[config.mk]
export PLATFORM = sky130hd
export DESIGN_NAME = fir_coef_loader
export DESIGN_NICKNAME = d
export VERILOG_FILES = /design/src/rtl/fir_pkg.sv /design/src/rtl/fir_coef_buf.sv /design/src/rtl/fir_coef_loader.sv
export SDC_FILE = /design/constraint.sdc
export NUM_CORES = 1
export LEC_CHECK = 0
export BUFFER_PORTS_ARGS = -buffer_cell sky130_fd_sc_hd__buf_2
export CORE_ASPECT_RATIO = 0.8
export CORE_MARGIN = 1.5
export CORE_UTILIZATION = 27
export DETAILED_ROUTE_END_ITERATION = 8
export GPL_ROUTABILITY_DRIVEN = 0
export MAX_ROUTING_LAYER = met4
export PLACE_DENSITY_LB_ADDON = 0.25
export SLEW_MARGIN = 15
export SYNTH_ARGS = -nofsm -noshare
export SYNTH_HDL_FRONTEND = slang
export SYNTH_SLANG_ARGS = --single-unit
export TNS_END_PERCENT = 1
[constraint.sdc]
create_clock -name clk -period 29.1 [get_ports clk]
set_input_delay 8.73 -clock clk [delete_from_list [all_inputs] [get_ports clk]]
set_output_delay 8.73 -clock clk [all_outputs]
set_load 0.02 [all_outputs]
[src/rtl/fir_pkg.sv]
// Shared parameters and loader state type for the 21-tap audio FIR and its coefficient loader.
package fir_pkg;

   localparam int N_TAPS = 21;
   localparam int COEF_W = 16;
   localparam int ADDR_W = 5;

   typedef enum logic [1:0] {
      IDLE,
      SETUP,
      HIGH,
      FINISH
   } ldr_state_t;

endpackage

[src/rtl/fir_coef_buf.sv]
// N_TAPS x COEF_W coefficient register file: reset-to-zero synchronous write, asynchronous read.
module fir_coef_buf
   import fir_pkg::*;
(
   input  logic              clk,
   input  logic              reset,
   input  logic              wr_en,
   input  logic [ADDR_W-1:0] wr_addr,
   input  logic [COEF_W-1:0] wr_data,
   input  logic [ADDR_W-1:0] rd_addr,
   output logic [COEF_W-1:0] rd_data
);

   logic [COEF_W-1:0] mem [N_TAPS];

   always_ff @(posedge clk or posedge reset) begin
      if (reset) begin
         for (int i = 0; i < N_TAPS; i++) mem[i] <= '0;
      end else if (wr_en) begin
         mem[wr_addr] <= wr_data;
      end
   end

   assign rd_data = mem[rd_addr];

endmodule

[src/rtl/fir_coef_loader.sv]
// Serially shifts the coefficient buffer into the FIR coefficient chain via coef_out/coef_clk.
// Optional running checksum output coef_sum when FIR_COEF_CHECKSUM_EN is defined.
//
// state  | meaning
// IDLE   | buffer writable, waiting for load_start
// SETUP  | coef_out holds buf[idx], coef_clk low for HALF cycles
// HIGH   | coef_clk high for HALF cycles, coef_out stable
// FINISH | done pulse, busy low, back to IDLE
module fir_coef_loader
   import fir_pkg::*;
#(
   parameter int HALF = 2
)(
   input  logic              clk,
   input  logic              reset,
   input  logic              wr_en,
   input  logic [ADDR_W-1:0] wr_addr,
   input  logic [COEF_W-1:0] wr_data,
   input  logic              load_start,
   output logic              busy,
   output logic              done,
   output logic              wr_err,
   output logic [COEF_W-1:0] coef_out,
   output logic              coef_clk
`ifdef FIR_COEF_CHECKSUM_EN
   ,output logic [COEF_W-1:0] coef_sum
`endif
);

   localparam int CNT_W = (HALF > 1) ? $clog2(HALF) : 1;
   localparam logic [CNT_W-1:0]  HALF_M1 = CNT_W'(HALF - 1);
   localparam logic [ADDR_W-1:0] LAST    = ADDR_W'(N_TAPS - 1);

   ldr_state_t        state, state_n;
   logic [ADDR_W-1:0] idx, idx_n;
   logic [CNT_W-1:0]  cnt, cnt_n;
   logic              busy_n, done_n, wr_err_n, coef_clk_n;
   logic [COEF_W-1:0] coef_out_n;
   logic              wr_ok, addr_ok;
   logic [ADDR_W-1:0] rd_addr;
   logic [COEF_W-1:0] rd_data, next_word;
`ifdef FIR_COEF_CHECKSUM_EN
   logic [COEF_W-1:0] sum_n;
`endif

   fir_coef_buf u_buf (
      .clk     (clk),
      .reset   (reset),
      .wr_en   (wr_ok),
      .wr_addr (wr_addr),
      .wr_data (wr_data),
      .rd_addr (rd_addr),
      .rd_data (rd_data)
   );

   assign addr_ok = ({1'b0, wr_addr} < (ADDR_W + 1)'(N_TAPS));
   assign wr_ok   = wr_en && addr_ok && (state == IDLE);

   // Read address is the word about to enter SETUP; a write to that word in the
   // start cycle is forwarded so it makes it into this load.
   always_comb begin
      rd_addr = LAST;
      if (state != IDLE && idx != '0) rd_addr = idx - 1'b1;
      next_word = rd_data;
      if (wr_ok && wr_addr == LAST) next_word = wr_data;
   end

   always_comb begin
      state_n    = state;
      idx_n      = idx;
      cnt_n      = cnt;
      busy_n     = busy;
      done_n     = 1'b0;
      wr_err_n   = wr_en && !wr_ok;
      coef_out_n = coef_out;
      coef_clk_n = coef_clk;
`ifdef FIR_COEF_CHECKSUM_EN
      sum_n      = coef_sum;
`endif
      case (state)
         IDLE: begin
            if (load_start) begin
               state_n    = SETUP;
               idx_n      = LAST;
               cnt_n      = HALF_M1;
               busy_n     = 1'b1;
               coef_out_n = next_word;
`ifdef FIR_COEF_CHECKSUM_EN
               sum_n      = next_word;
`endif
            end
         end
         SETUP: begin
            if (cnt == '0) begin
               state_n    = HIGH;
               cnt_n      = HALF_M1;
               coef_clk_n = 1'b1;
            end else begin
               cnt_n = cnt - 1'b1;
            end
         end
         HIGH: begin
            if (cnt == '0) begin
               coef_clk_n = 1'b0;
               cnt_n      = HALF_M1;
               if (idx == '0) begin
                  state_n = FINISH;
                  done_n  = 1'b1;
                  busy_n  = 1'b0;
               end else begin
                  state_n    = SETUP;
                  idx_n      = idx - 1'b1;
                  coef_out_n = next_word;
`ifdef FIR_COEF_CHECKSUM_EN
                  sum_n      = coef_sum + next_word;
`endif
               end
            end else begin
               cnt_n = cnt - 1'b1;
            end
         end
         FINISH: begin
            state_n = IDLE;
         end
         default: begin
            state_n = IDLE;
         end
      endcase
   end

   always_ff @(posedge clk or posedge reset) begin
      if (reset) begin
         state    <= IDLE;
         idx      <= '0;
         cnt      <= '0;
         busy     <= 1'b0;
         done     <= 1'b0;
         wr_err   <= 1'b0;
         coef_out <= '0;
         coef_clk <= 1'b0;
`ifdef FIR_COEF_CHECKSUM_EN
         coef_sum <= '0;
`else
         // no checksum register in this build
`endif
      end else begin
         state    <= state_n;
         idx      <= idx_n;
         cnt      <= cnt_n;
         busy     <= busy_n;
         done     <= done_n;
         wr_err   <= wr_err_n;
         coef_out <= coef_out_n;
         coef_clk <= coef_clk_n;
`ifdef FIR_COEF_CHECKSUM_EN
         coef_sum <= sum_n;
`endif
      end
   end

endmodule

==> impl_metrics.ini, run 1 <==
[status]
status = finished clean

[layout]
nets = 1447
final_cell_area_um2 = 19700
drive_gt1_share_pct = 34.7
areaGrowthSynthToFinish_pct = 12.1

[synth]
synth_warnings = 0
ys.flop_type = dfrtp_1
synth_enable_flop_cells = 0
syn_inst = 1451
synth-seq-cells = 364
syn-num-nets = 1481
synthDistinctLibCells = 64
syn-cell-area_um2 = 17600
yosysTopAreaCell = dfrtp_1
ys_top_cells_by_area = dfrtp_1 52%, mux2_2 20%, clkbuf_1 2.0%, o21ai_0 2.0%, nand3_1 1.9%
synth-async-reset-ratio_pct = 100
synth_top_area_share_pct = 51.8
synth_seq_area_share_pct = 51.8
avgSynthCellArea_um2 = 12.1

[critical_path]
worst-setup-path-type = input port to asynchronous set/reset pin
startpoint_type = input port
cp_slowest_cell = buf_4
worst-path-stages = 4
reg2reg_from = idx[0]
crit_path_frequent_cell = buf_4
crit_chain = buf_2, inv_8, buf_4, buf_4
critical_path.startpoint = reset
critical_path_buf_inv_count = 4
endpoint = idx[0]
crit_arrival_ns = 11.41
crit_family = buffers and inverters
cp_slowest_stage_delay_ns = 0.90
worstRegToRegCells = 9
reg2reg_to = coef_out[14]
critPathCaptureType = asynchronous set/reset pin
required_ns = 29.56
crit_fanout = 142
timing.reg2reg.setup_slack_ns = 24.93

[detailed_routing]
drt-initial-drc-count = 1061
vias = 12557
dr.max_layer_used = met4
post_drt_wl_per_cell_um = 25.4
wl_um = 58200
met2_length_um = 25300
dr_wl_met3_um = 3880
vias_per_cell = 5.48
ant_nets = 0
drt-pass1-iter-count = 5
route.layer.met1.wl_um = 27700
drcViolationCount = 0

[grt]
grt_use_total_pct = 18.1
overflow = 0
antenna_found_initial = 2
grt_max_degree = 143
grt_first_pass_wirelength_um = 87400
grt_pass1_vias = 12775

[cts]
holdBufCountCts = 0
cts_tree = yes
insertion_delay_ns = 0.54
htreeDepth = 2
cts_buffers = 39
cts.reportedPaths.clkPinSlew_ns = 0.06
cts_sinks = 364
ctsLongestPathBuffers = 3
post_cts_resize_count = 0
cts_root_buf = clkbuf_16
post-cts-setup-buffer-count = 0

[timing]
slew_headroom_pct = 14.9
period_share_pct = 37.6
tns_ns = 0
hold_viol_final = 0
period_needed_ns = 10.95
slew_violations = 0
holdWs_ns = 0.495
rsz0062_at_grt = false
worstMarginPinSlew_ns = 1.27
setup_viol = 0
clock_skew_ns = 0.00980
clock.fmax_mhz = 91.3

[floorplan]
dieArea_um2 = 66700
fp.dieW_um = 288
rows = 83
pin_count = 45
coreArea_um2 = 64300
start_util_pct = 27.4
die_h_um = 231

[place]
numPortBuffers = 44
place_area_um2 = 18500
dp_hpwl_um = 34200

[hold_path]
hp-class = flop to flop

[pwr]
leakage_nw = 8.93
ir_drop_mv = 0.0438
finalPower_mw = 1.94
power_density_nw_per_um2 = 98.5

[flow_run]
maxCapViolations = 0
where the power goes:
part / total [mW] / switching (mW) / internal, mW
clock: 0.481 / 0.203 / 0.279
combinational: 0.784 / 0.526 / 0.258
sequential: 0.678 / 0.0634 / 0.614
total: 1.94 / 0.792 / 1.15
registers in the layout (all words and copies together) (netlist names):
register   flops
u_buf.mem    336
coef_clk       1
idx            5
busy           1
state          2
wr_err         1
coef_out      16
cnt            1
done           1
worst min path at each step:
stage | slack, ns | from | depth (start not counted) | end
floorplan | 0.47 | u_buf.mem[42] | 1 | u_buf.mem[42]
global placement | 0.48 | u_buf.mem[12] | 1 | u_buf.mem[12]
detailed placement | 0.48 | u_buf.mem[7] | 1 | u_buf.mem[7]
CTS | 0.50 | u_buf.mem[7] | 1 | u_buf.mem[7]
global route | 0.51 | u_buf.mem[42] | 1 | u_buf.mem[42]
finish | 0.49 | u_buf.mem[42] | 1 | u_buf.mem[42]
synthesized netlist by cell type (25+ instances only):
| master | instances |
|---|---|
| and3_1 | 25 |
| clkbuf_1 | 96 |
| nand4_1 | 29 |
| a32oi_1 | 28 |
| nand2_1 | 27 |
| o21ai_0 | 70 |
| buf_2 | 39 |
| mux2_2 | 318 |
| nand3_1 | 66 |
| o32ai_1 | 33 |
| dfrtp_1 | 364 |
| a21oi_1 | 43 |
| nor4_1 | 30 |
layout by cell type, fill, tap and decap left out, drive strengths merged, types with 3 or more instances in the layout:
cell type,instances
o221ai,15
o32ai,33
a41oi,9
dfrtp,364
a2111oi,15
clkbuf,61
mux2i,17
o211a,16
nand2b,3
inv,12
and2,16
a21oi,43
and3,25
nor4,31
mux2,338
or3b,3
o211ai,9
nand4,29
o2111ai,9
a221o,7
a31oi,23
nand3,67
nor3,6
ha,5
nand2,27
buf,80
a32oi,28
or2,5
or3,11
o21ai,74
nor2,32
layer usage:
metal / vias to the layer above / global-route usage, %
met3: 80 / 3.35
met1: 6648 / 26.0
met4: 0 / 4.74
met2: 401 / 25.9
met5: - / -
li1: 5428 / -
cell type report:
type	count	area [um^2]
clock inverter	3	40.0
sequential	364	9110
clock buffer	61	1150
tap	850	1060
multi-input combinational	920	7790
timing repair buffer	80	510
inverter	12	52.6
fill	6389	44600
antenna	1	2.50
cells by family (layout without fill, tap and decap cells):
group | Yosys count | after routing | synth area share, %
compound gates | 293 | 293 | 11.9
simple gates | 265 | 265 | 8.58
fa+ha+maj | 5 | 5 | 0.356
other cells | 0 | 1 | 0
buf+inv | 167 | 156 | 4.23
mux | 355 | 355 | 23.0
flops | 364 | 364 | 51.8
xor+xnor | 2 | 2 | 0.0996
metrics by stage:
step | setup slack [ns] | std cells | utilization (%)
3_5_place_dp | 17.42 | 2225 | 28.8
4_1_cts | 18.00 | 2289 | 30.6
5_1_grt | 17.65 | 2290 | 30.7
6_report | 18.15 | 2291 | 30.7
3_3_place_gp | 17.49 | 2225 | 28.8
2_1_floorplan | 10.27 | 1451 | -
(Power assumes the default switching activity.)
==> run 2: changes to the inputs <==
==> constraint.sdc (replaced) <==
create_clock -name clk -period 10.1 [get_ports clk]
set_input_delay 3.03 -clock clk [delete_from_list [all_inputs] [get_ports clk]]
set_output_delay 3.03 -clock clk [all_outputs]
set_load 0.02 [all_outputs]
==> impl_metrics.ini, run 2 (synthesized netlist as in run 1, its figures left out) <==
[critical_path]
timing.reg2reg.setup_slack_ns = 5.79
startpoint_type = input port
critical_path_buf_inv_count = 1
cp_slowest_stage_delay_ns = 0.68
crit_fanout = 16
worst-setup-path-type = input port to flop
critPathCaptureType = flop
cp_slowest_cell = nor2_4
crit_chain = buf_2, o21ai_1, nand3_2, or3_1, nor2_4, mux2_2
crit_arrival_ns = 5.21
required_ns = 10.53
crit_family = simple AND/OR/NAND/NOR gates

[layout]
final_common_cell = dfrtp_1
most-common-layout-cells = 363 x dfrtp_1, 318 x mux2_2, 70 x o21ai_0
drive_gt1_share_pct = 34.9
top_regs = u_buf.mem (336), coef_out (16), idx (5)
final_core_util_pct = 30.7
nets = 1443
top_register = u_buf.mem
areaGrowthSynthToFinish_pct = 12.2
largest_register_ffs = 336
multi_input_area_um2 = 7800
regArea_um2 = 9110
num-fill-cells = 6441

[pwr]
power_density_nw_per_um2 = 283
pwr-share-comb_pct = 39.4
ir_drop_mv = 0.166
leakage_nw = 8.94
switching_power_mw = 2.26
power.internal_mw = 3.33
seqPwrFrac_pct = 35.1
p_clk_share_pct = 25.5
switching_share_pct = 40.4

[cts]
cts.reportedPaths.clkPinSlew_ns = 0.06
cts_buffers = 41
cts_root_buf = clkbuf_16
post-cts-setup-buffer-count = 0
holdBufCountCts = 0
htreeDepth = 2
ctsLongestPathBuffers = 3
cts_tree = yes
cts_sinks = 364
insertion_delay_ns = 0.55
post_cts_resize_count = 0

[detailed_routing]
drt-initial-drc-count = 1001
drcViolationCount = 0
vias = 12547
wl_um = 57000
ant_nets = 0
vias_per_cell = 5.48
drt-pass1-iter-count = 5
post_drt_wl_per_cell_um = 24.9

[grt]
grt_pass1_vias = 12713
grt_max_degree = 153
antenna_found_initial = 1
grt_first_pass_wirelength_um = 86500
overflow = 0
grt_use_total_pct = 17.7

[timing]
setup_slack_ns = 5.32
clock_skew_ns = 0.0135
hold_viol_final = 0
tns_ns = 0
period_needed_ns = 4.78
worstMarginPinSlew_ns = 1.18
slew_violations = 0
period_share_pct = 47.4
slew_headroom_pct = 20.8
setup_viol = 0
rsz0062_at_grt = false
clock.fmax_mhz = 209

[floorplan]
dieArea_um2 = 66700
rows = 83
fp.dieW_um = 288
coreArea_um2 = 64300
die_h_um = 231
start_util_pct = 27.4
pin_count = 45

[place]
numPortBuffers = 44
dp_slack_ns = 4.67
dp_hpwl_um = 33500

[status]
status = finished clean

[flow_run]
maxCapViolations = 0

[hold_path]
hp-class = flop to flop
[run 2: cell types whose count changed in the layout (fill, tap and decap cells not counted), sizes merged]
cell      before  now
clkinvlp       0    1
bufinv         1    0
diode          1    2
clkinv         2    6
inv           12   11
clkbuf        61   62
buf           80   74
[run 2: worst reg2reg max path, cell delays in order, from the launching register on]
cell and delay [ns]:
dfrtp_2 0.72, inv_2 0.07, ha_1 0.33, or4b_4 0.82
buf_4 0.58, nand2_1 0.58, o221ai_1 0.46, nand4_1 0.35
a31oi_1 0.31
[run 2: per-layer routing]
layer  global-route usage (%)  vias up  wire length [um]
li1                         -     5416                 -
met1                     25.9     6646             28000
met2                     25.1      400             24700
met3                     2.94       85              3110
met4                     4.30        0              1160
met5                        -        -                 0
[run 2: final timing paths]
| path | from | end | cells after the start |
|---|---|---|---|
| max | wr_addr[3] | u_buf.mem[19] | 6 |
| min | u_buf.mem[32] | u_buf.mem[32] | 1 |
| max reg2reg | idx[0] | coef_out[4] | 8 |
| min reg2reg | u_buf.mem[32] | u_buf.mem[32] | 1 |
| max in group asynchronous | reset | u_buf.mem[19] | 3 |
| min in group asynchronous | reset | u_buf.mem[301] | 2 |
[run 2: final cells by class]
cell class / instances / share of cell area, %
Sequential cell: 364 / 46.2
Multi-Input combinational cell: 920 / 39.5
Clock buffer: 62 / 6.16
Tap cell: 850 / 5.39
Timing Repair Buffer: 74 / 2.36
Inverter: 12 / 0.247
Clock inverter: 6 / 0.152
Antenna cell: 2 / 0.0254
[run 2: power by group through the flow]
stage	Sequential (mW)	Clock, mW	Combinational [mW]
floorplan	1.95	0	1.38
global route	2.00	1.52	2.36
finish	1.96	1.43	2.20
global placement	1.97	0	2.18
detailed placement	1.99	0	2.18
CTS	1.96	1.46	2.19
[run 2: metrics by stage]
stage	cells	cell area (um^2)	hold WS [ns]	total power, mW
global route	2289	19700	0.505	5.88
finish	2290	19700	0.498	5.59
detailed placement	2219	18500	0.484	4.17
global placement	2219	18500	0.479	4.16
floorplan	1451	17600	0.471	3.33
CTS	2287	19700	0.498	5.61
